## config.mk

```make
export PLATFORM = sky130hd
export DESIGN_NAME = pc_sequencer
export DESIGN_NICKNAME = d
export VERILOG_FILES = /design/src/rtl/pc_sequencer.sv
export SDC_FILE = /design/constraint.sdc
export NUM_CORES = 1
export LEC_CHECK = 0
export ABC_AREA = 1
export BUFFER_PORTS_ARGS = -buffer_cell sky130_fd_sc_hd__buf_2
export CAP_MARGIN = 5
export CORE_ASPECT_RATIO = 1.25
export CORE_MARGIN = 2
export CORE_UTILIZATION = 40
export DETAILED_ROUTE_END_ITERATION = 12
export GPL_TIMING_DRIVEN = 0
export SLEW_MARGIN = 20
export SYNTH_ARGS = -nofsm -noshare
export SYNTH_HDL_FRONTEND = slang
export SYNTH_SLANG_ARGS = --single-unit
```

## constraint.sdc

```tcl
create_clock -name clk -period 3.6 [get_ports clk]
set_input_delay 0.36 -clock clk [delete_from_list [all_inputs] [get_ports clk]]
set_output_delay 0.36 -clock clk [all_outputs]
set_load 0.03 [all_outputs]
```

## src/rtl/pc_sequencer.sv

```systemverilog
// Mini-MIPS fetch front end: owns the PC, runs one outstanding imem request at a
// time and holds each fetched word for decode until it is consumed or squashed.
module pc_sequencer #(
  parameter logic [31:0] RESET_PC   = 32'h0040_0000,
  parameter logic [31:0] EXC_VECTOR = 32'h8000_0180
) (
  input  logic        clk,
  input  logic        reset_n,
  output logic        imem_req,
  output logic [31:0] imem_addr,
  input  logic        imem_ack,
  input  logic [31:0] imem_rdata,
  output logic        instr_valid,
  output logic [31:0] instr,
  output logic [31:0] pc,
  input  logic        stall,
  input  logic        redirect_valid,
  input  logic [31:0] redirect_pc,
  input  logic        exc_req,
  output logic [31:0] epc,
  output logic        bad_addr
);

  localparam logic [1:0] IDLE  = 2'd0;
  localparam logic [1:0] FETCH = 2'd1;
  localparam logic [1:0] HOLD  = 2'd2;

  logic [1:0]  state;
  logic        kill;
  logic        active;
  logic        misaligned;
  logic        take_exc;
  logic        take_mis;
  logic        take_redir;
  logic        ctl_event;
  logic [31:0] event_pc;
  logic [31:0] seq_pc;

  function automatic logic [31:0] next_seq(input logic [31:0] cur);
    return cur + 32'd4;
  endfunction

  always_comb begin
    active     = (state != IDLE);
    misaligned = redirect_valid && (redirect_pc[1:0] != 2'b00);
    take_exc   = active && exc_req;
    take_mis   = active && !exc_req && misaligned;
    take_redir = active && !exc_req && redirect_valid && !misaligned;
    ctl_event  = take_exc || take_mis || take_redir;
    event_pc   = (take_exc || take_mis) ? EXC_VECTOR : redirect_pc;
    seq_pc     = next_seq(pc);
  end

  always_ff @(posedge clk or negedge reset_n) begin
    if (!reset_n) begin
      state       <= IDLE;
      kill        <= 1'b0;
      pc          <= RESET_PC;
      imem_addr   <= RESET_PC;
      imem_req    <= 1'b0;
      instr_valid <= 1'b0;
      instr       <= 32'h0;
      epc         <= 32'h0;
      bad_addr    <= 1'b0;
    end else begin
      case (state)
        IDLE: begin
          state     <= FETCH;
          imem_req  <= 1'b1;
          imem_addr <= pc;
        end
        FETCH: begin
          if (ctl_event) begin
            pc          <= event_pc;
            instr_valid <= 1'b0;
            // An in-flight request cannot be withdrawn: either reissue on this
            // ack or mark the pending one to be thrown away when it returns.
            if (imem_ack) begin
              imem_addr <= event_pc;
              kill      <= 1'b0;
            end else begin
              kill      <= 1'b1;
            end
          end else if (imem_ack) begin
            if (kill) begin
              kill      <= 1'b0;
              imem_addr <= pc;
            end else begin
              instr       <= imem_rdata;
              instr_valid <= 1'b1;
              imem_req    <= 1'b0;
              state       <= HOLD;
            end
          end
        end
        HOLD: begin
          if (ctl_event) begin
            pc          <= event_pc;
            instr_valid <= 1'b0;
            imem_req    <= 1'b1;
            imem_addr   <= event_pc;
            state       <= FETCH;
          end else if (!stall) begin
            pc          <= seq_pc;
            instr_valid <= 1'b0;
            imem_req    <= 1'b1;
            imem_addr   <= seq_pc;
            state       <= FETCH;
          end
        end
        default: state <= IDLE;
      endcase

      if (take_exc) begin
        epc      <= pc;
        bad_addr <= 1'b0;
      end else if (take_mis) begin
        epc      <= redirect_pc;
        bad_addr <= 1'b1;
      end
    end
  end

endmodule

```

Yosys cells after proc, flatten, opt, wreduce, memory -nomap -nowiden. Index checks and enable logic that the tools add are counted.

Register bits: 134. Output and inout bits: 131. Logic and storage cells: 81. Bits of input ports: 70.

Reduce and logical (&&, ||, !) cells: 24. $add $sub $neg: 1. Muxes and demuxes: 35. Eq/ne operators: 10. Bitwise gates (word level): 2.

Operators with widths (number): 32-bit two-way mux (10); 32-bit case mux with 3 select lines (1); 32-bit case mux with 2 select lines (1); 32-bit by 3-bit adder with 32-bit output, second input constant (1); 4-bit AND reduction (4); 1-bit two-way mux (15); 3-bit != test, second input constant (4); 2-bit two-way mux (5); 2-bit nonzero test (5); 2-bit != test, second input constant (4); 1-bit logical AND (6); 2-bit case mux with 3 select lines (1); 5-bit AND reduction (1); 1-bit case mux with 3 select lines (1); 3-bit AND reduction (1); 3-bit nonzero test (1); 2-bit by 1-bit equality test with 1-bit output, second input constant (1); 2-bit equality test, second input constant (1); 1-bit logical NOT (2); 2-bit logical NOT (1); 1-bit logical OR (2); 1-bit NOT (2); 1-bit case mux with 2 select lines (1); 2-bit AND reduction (1).

Longest topological paths before layout.
Word-level depth: 8. Mapped depth: 14. Mapped depth without buffers: 14.

Least setup slack after synthesis. Ideal clock, no wire load.

Path type: reg2reg. Start: register pc[3]. End: register imem_addr[26]. Arrival time: 1.663 ns. Setup time: 0.117 ns. Slack: 1.820 ns. Buffers on the path: 0. Required time: 3.483 ns. Stages on the path, launching flop included: 11. Clock period less this slack: 1.780 ns. Cells stage by stage: dfrtp_1 > ha_1 > nand2_1 > nor2_2 > nand2_2 > nor2_1 > nand3_1 > nand3_1 > nand2_1 > nand2_1 > nand2_1.

Word-level cells in the longest chain between the ends: 4.

RTL lines: start, declared (line 15) `output logic [31:0] pc,`; start signal, assigned (line 74) `pc <= event_pc;`; start signal, assigned (line 98) `pc <= event_pc;`; start signal, assigned (line 104) `pc <= seq_pc;`; 32-bit by 3-bit adder with 32-bit output (line 40) `return cur + 32'd4;`; 32-bit two-way mux (line 103) `end else if (!stall) begin`; 32-bit two-way mux (line 97) `if (ctl_event) begin`; 32-bit case mux with 3 select lines (line 66) `case (state)`; end signal, assigned (line 70) `imem_addr <= pc;`; end signal, assigned (line 101) `imem_addr <= event_pc;`; end signal, assigned (line 107) `imem_addr <= seq_pc;`; end, declared (line 10) `output logic [31:0] imem_addr,`.

No other way between the ends. The select of a mux whose other input is x is not followed. A chain may end at the register's enable or synchronous reset.

Worst setup path in the final report.
Start: register state[0]. End: register imem_addr[13].

Word-level cells in the longest chain between the ends: 8. Elaborated cells on any way between the ends: 21. Those cells by class: 5 x eq/ne; 5 x mux; 11 x reduce/logical.

RTL lines: start, declared (line 28) `logic [1:0] state;`; start signal, assigned (line 56) `state <= IDLE;`; start signal, assigned (line 68) `state <= FETCH;`; start signal, assigned (line 92) `state <= HOLD;`; 2-bit nonzero test (line 44) `active = (state != IDLE);`; 1-bit logical AND (line 47, 48); 1-bit logical AND (line 47) `take_mis = active && !exc_req && misaligned;`; 1-bit logical OR (line 49, 50); 32-bit two-way mux (line 50) `event_pc = (take_exc || take_mis) ? EXC_VECTOR : redirect_pc;`; 32-bit two-way mux (line 78) `if (imem_ack) begin`; 32-bit two-way mux (line 73) `if (ctl_event) begin`; 32-bit case mux with 3 select lines (line 66); end signal, assigned (line 70); end signal, assigned (line 79) `imem_addr <= event_pc;`; end signal, assigned (line 87) `imem_addr <= pc;`.

Several ways; a longest one is shown, not always the timed one. The select of a mux whose other input is x is not followed.

==> impl_metrics.env <==
export IMPL_status="complete, no violations"
export IMPL_crit_fanout=10
export IMPL_fin_worst_skew_ps=8.73
export IMPL_drive_gt1_share_pct=24.0
export IMPL_tightestPinTransition_ps=843
export IMPL_finalSetupViolCount=0
export IMPL_post_cts_resized=0
export IMPL_synth_distinct_cells=39
export IMPL_postRouteAntennaNets=0
export IMPL_gp_congestion=0.987
export IMPL_yosys_warnings=0
export IMPL_async_reset_ff_share_pct=100
export IMPL_drv_slew=0
export IMPL_start_util_pct=40.5
export IMPL_n_fill_cell=2070
export IMPL_vias=8535
export IMPL_start_kind="register"
export IMPL_port_buffers=200
export IMPL_clock_latency_ps=440
export IMPL_finalNonFillerCells=1606
export IMPL_post_drt_wl_per_cell_um=19.3
export IMPL_slew_headroom_pct=43.8
export IMPL_cap_violations=0
export IMPL_cts_tree="yes"
export IMPL_path_cells="inv_1 -> ha_1 -> clkbuf_1 -> buf_1 -> nand2_1 -> nand2_1 -> nand2_1 -> nand2_1"
export IMPL_final_nets=1398
export IMPL_drc=0
export IMPL_dr_pass1_iters=5
export IMPL_required_ps=3970
export IMPL_grt_total_usage_pct=29.1
export IMPL_netlist_top_cell_by_area="dfrtp_1"
export IMPL_grt_max_degree=90
export IMPL_dp_final_hpwl_um=23400
export IMPL_io_pins=201
export IMPL_synthTopCellsByCount="nand2_1, nor2_1, dfrtp_1, nand3_1, a21oi_1"
export IMPL_end_kind="register"
export IMPL_fp_dieH_um=163
export IMPL_ys_flop_type="dfrtp_1"
export IMPL_critical_path_class="reg2reg"
export IMPL_numCtsBuffers=17
export IMPL_critPathMaxStageDelay_ps=680
export IMPL_grt_overflow_total=0
export IMPL_final_hold_violation_count=0
export IMPL_syn_to_final_growth_pct=24.2
export IMPL_hold_class="in2reg"
export IMPL_core_area_um2=20000
export IMPL_cp_slowest_cell="buf_1"
export IMPL_critPathMostFrequentCell="nand2_1"
export IMPL_grt_pass1_vias=8187
export IMPL_multiInputGateArea_um2=4110
export IMPL_synth_seq_area_share_pct=41.4
export IMPL_synth_cells=1102
export IMPL_rows=58
export IMPL_ys_seq_elements=134
export IMPL_cts_num_sinks=134
export IMPL_clkTransAtPathRegs_ps=70
export IMPL_antenna_cells=0
export IMPL_syn_area_um2=8100
export IMPL_yosysTopAreaCellShare_pct=40.8
export IMPL_max_freq_mhz=399
export IMPL_postSynthAreaPerCell_um2=7.35
export IMPL_htreeDepth=4
export IMPL_chipWidth_um=131
export IMPL_dpl_cell_count=1573
export IMPL_grt_pass1_wl_um=47300
export IMPL_synth_edf_count=0
export IMPL_holdBufCountCts=1
export IMPL_seq_area_um2=3360
export IMPL_antenna_found_initial=0
export IMPL_die_area_um2=21400
export IMPL_syn_nets=1177
export IMPL_cts_setup_buffers=0
export IMPL_cts_buffer_depth=2
export IMPL_fin_crit_sh_pct=69.7
export IMPL_initialDrtViolationCount=718
export IMPL_rsz0062_at_grt="no"
export IMPL_worstPathArrival_ps=2880
export IMPL_vias_per_cell=5.31
export IMPL_tns_ps=0
export IMPL_drt_wl_total_um=31100
export IMPL_synthTopCellsByArea="dfrtp_1, nand2_1, nor2_1, nand3_1, a21oi_1"
export IMPL_period_minus_slack_ps=2510
export IMPL_post_synth_top_count_cell="nand2_1"
export IMPL_clk_root_buffer_cell="clkbuf_16"
layout make-up:
type	count	share of cell area, %
multi-input combinational	834	40.8
sequential	134	33.3
timing repair buffer	202	10.4
clock buffer	17	4.23
buffer	59	3.56
tap	270	3.36
inverter	75	2.82
clock inverter	15	1.50
sequential cells by signal, indices dropped and copies added (netlist names):
name / flops
imem_addr: 32
instr_valid: 1
instr: 32
kill: 1
imem_req: 1
state: 2
bad_addr: 1
epc: 32
pc: 32
through the flow:
| step | hold WS [ps] | worst slack [ps] | util, % | cell area (µm²) |
|---|---|---|---|---|
| final | 130 | 1090 | 50.3 | 10100 |
| after global routing | 119 | 1010 | 50.3 | 10100 |
| after CTS | 124 | 1140 | 50.3 | 10100 |
| after detailed placement | 292 | 1170 | 47.3 | 9480 |
| after global placement | 458 | 169 | 47.1 | 9440 |
| after floorplan | 64.4 | 1820 | - | 8100 |
cells in the final DEF, fill, tap and decap left out, types with 3 or more instances in the layout:
cell and instances:
nand3_1 102, inv_1 65, nor2_1 150, nand4_1 13, and2_1 3, inv_8 6
o21ai_1 12, inv_2 8, a211oi_1 4, buf_1 5, nand2_4 4, mux2_1 30
o22ai_1 4, inv_6 4, dfrtp_1 132, clkbuf_16 17, a22oi_1 6, nand2_2 4
nor2_2 16, buf_6 9, clkbuf_1 16, nor3_1 13, o211ai_1 15, buf_2 218
o221ai_1 9, nor2_4 7, a31oi_1 10, buf_4 9, o21ai_0 11, a21oi_1 83
ha_1 5, nand2_1 325
path summary, 6_finish.rpt:
kind / startpoint / end / slack (ps) / cells past startpoint
min in group asynchronous: reset_n / epc[2]$_DFFE_PN0P_ / 430 / 2
max in group asynchronous: reset_n / imem_addr[15]$_DFFE_PN0P_ / 2390 / 3
max reg2reg: state[0]$_DFFE_PN0P_ / imem_addr[13]$_DFFE_PN0P_ / 1090 / 8
min: imem_rdata[25] / instr[25]$_DFFE_PN0P_ / 130 / 2
min reg2reg: imem_addr[3]$_DFFE_PN0P_ / imem_addr[3]$_DFFE_PN0P_ / 470 / 2
max: state[0]$_DFFE_PN0P_ / imem_addr[13]$_DFFE_PN0P_ / 1090 / 8
kinds of logic (layout without fill, tap and decap cells):
group | after synthesis | after routing | share of synthesized area (%)
AOI/OAI and AO/OA | 155 | 155 | 11.0
DFF | 134 | 134 | 41.4
buffers and inverters | 134 | 368 | 7.92
and+or+nand+nor | 642 | 642 | 34.4
adders and majority gates | 5 | 5 | 0.772
muxes | 32 | 32 | 4.45
critical path, delay by kind of cell (launching register included):
family	cells	cell delay [ps]
flops	1	410
buf+inv	3	1330
fa+ha+maj	1	270
simple gates	4	430
layer usage:
metal / routed length (µm) / part of all wire [%] / GRT usage (%)
met1: 12300 / 40 / 35.3
met2: 15300 / 49 / 50.6
met4: 1220 / 3.9 / 14.0
met3: 2280 / 7.4 / 4.97
met5: 0 / 0 / 0
Power is left out: the tool's default activity adds up to more than one toggle a clock period on the data nets, which glitch-free logic cannot reach.
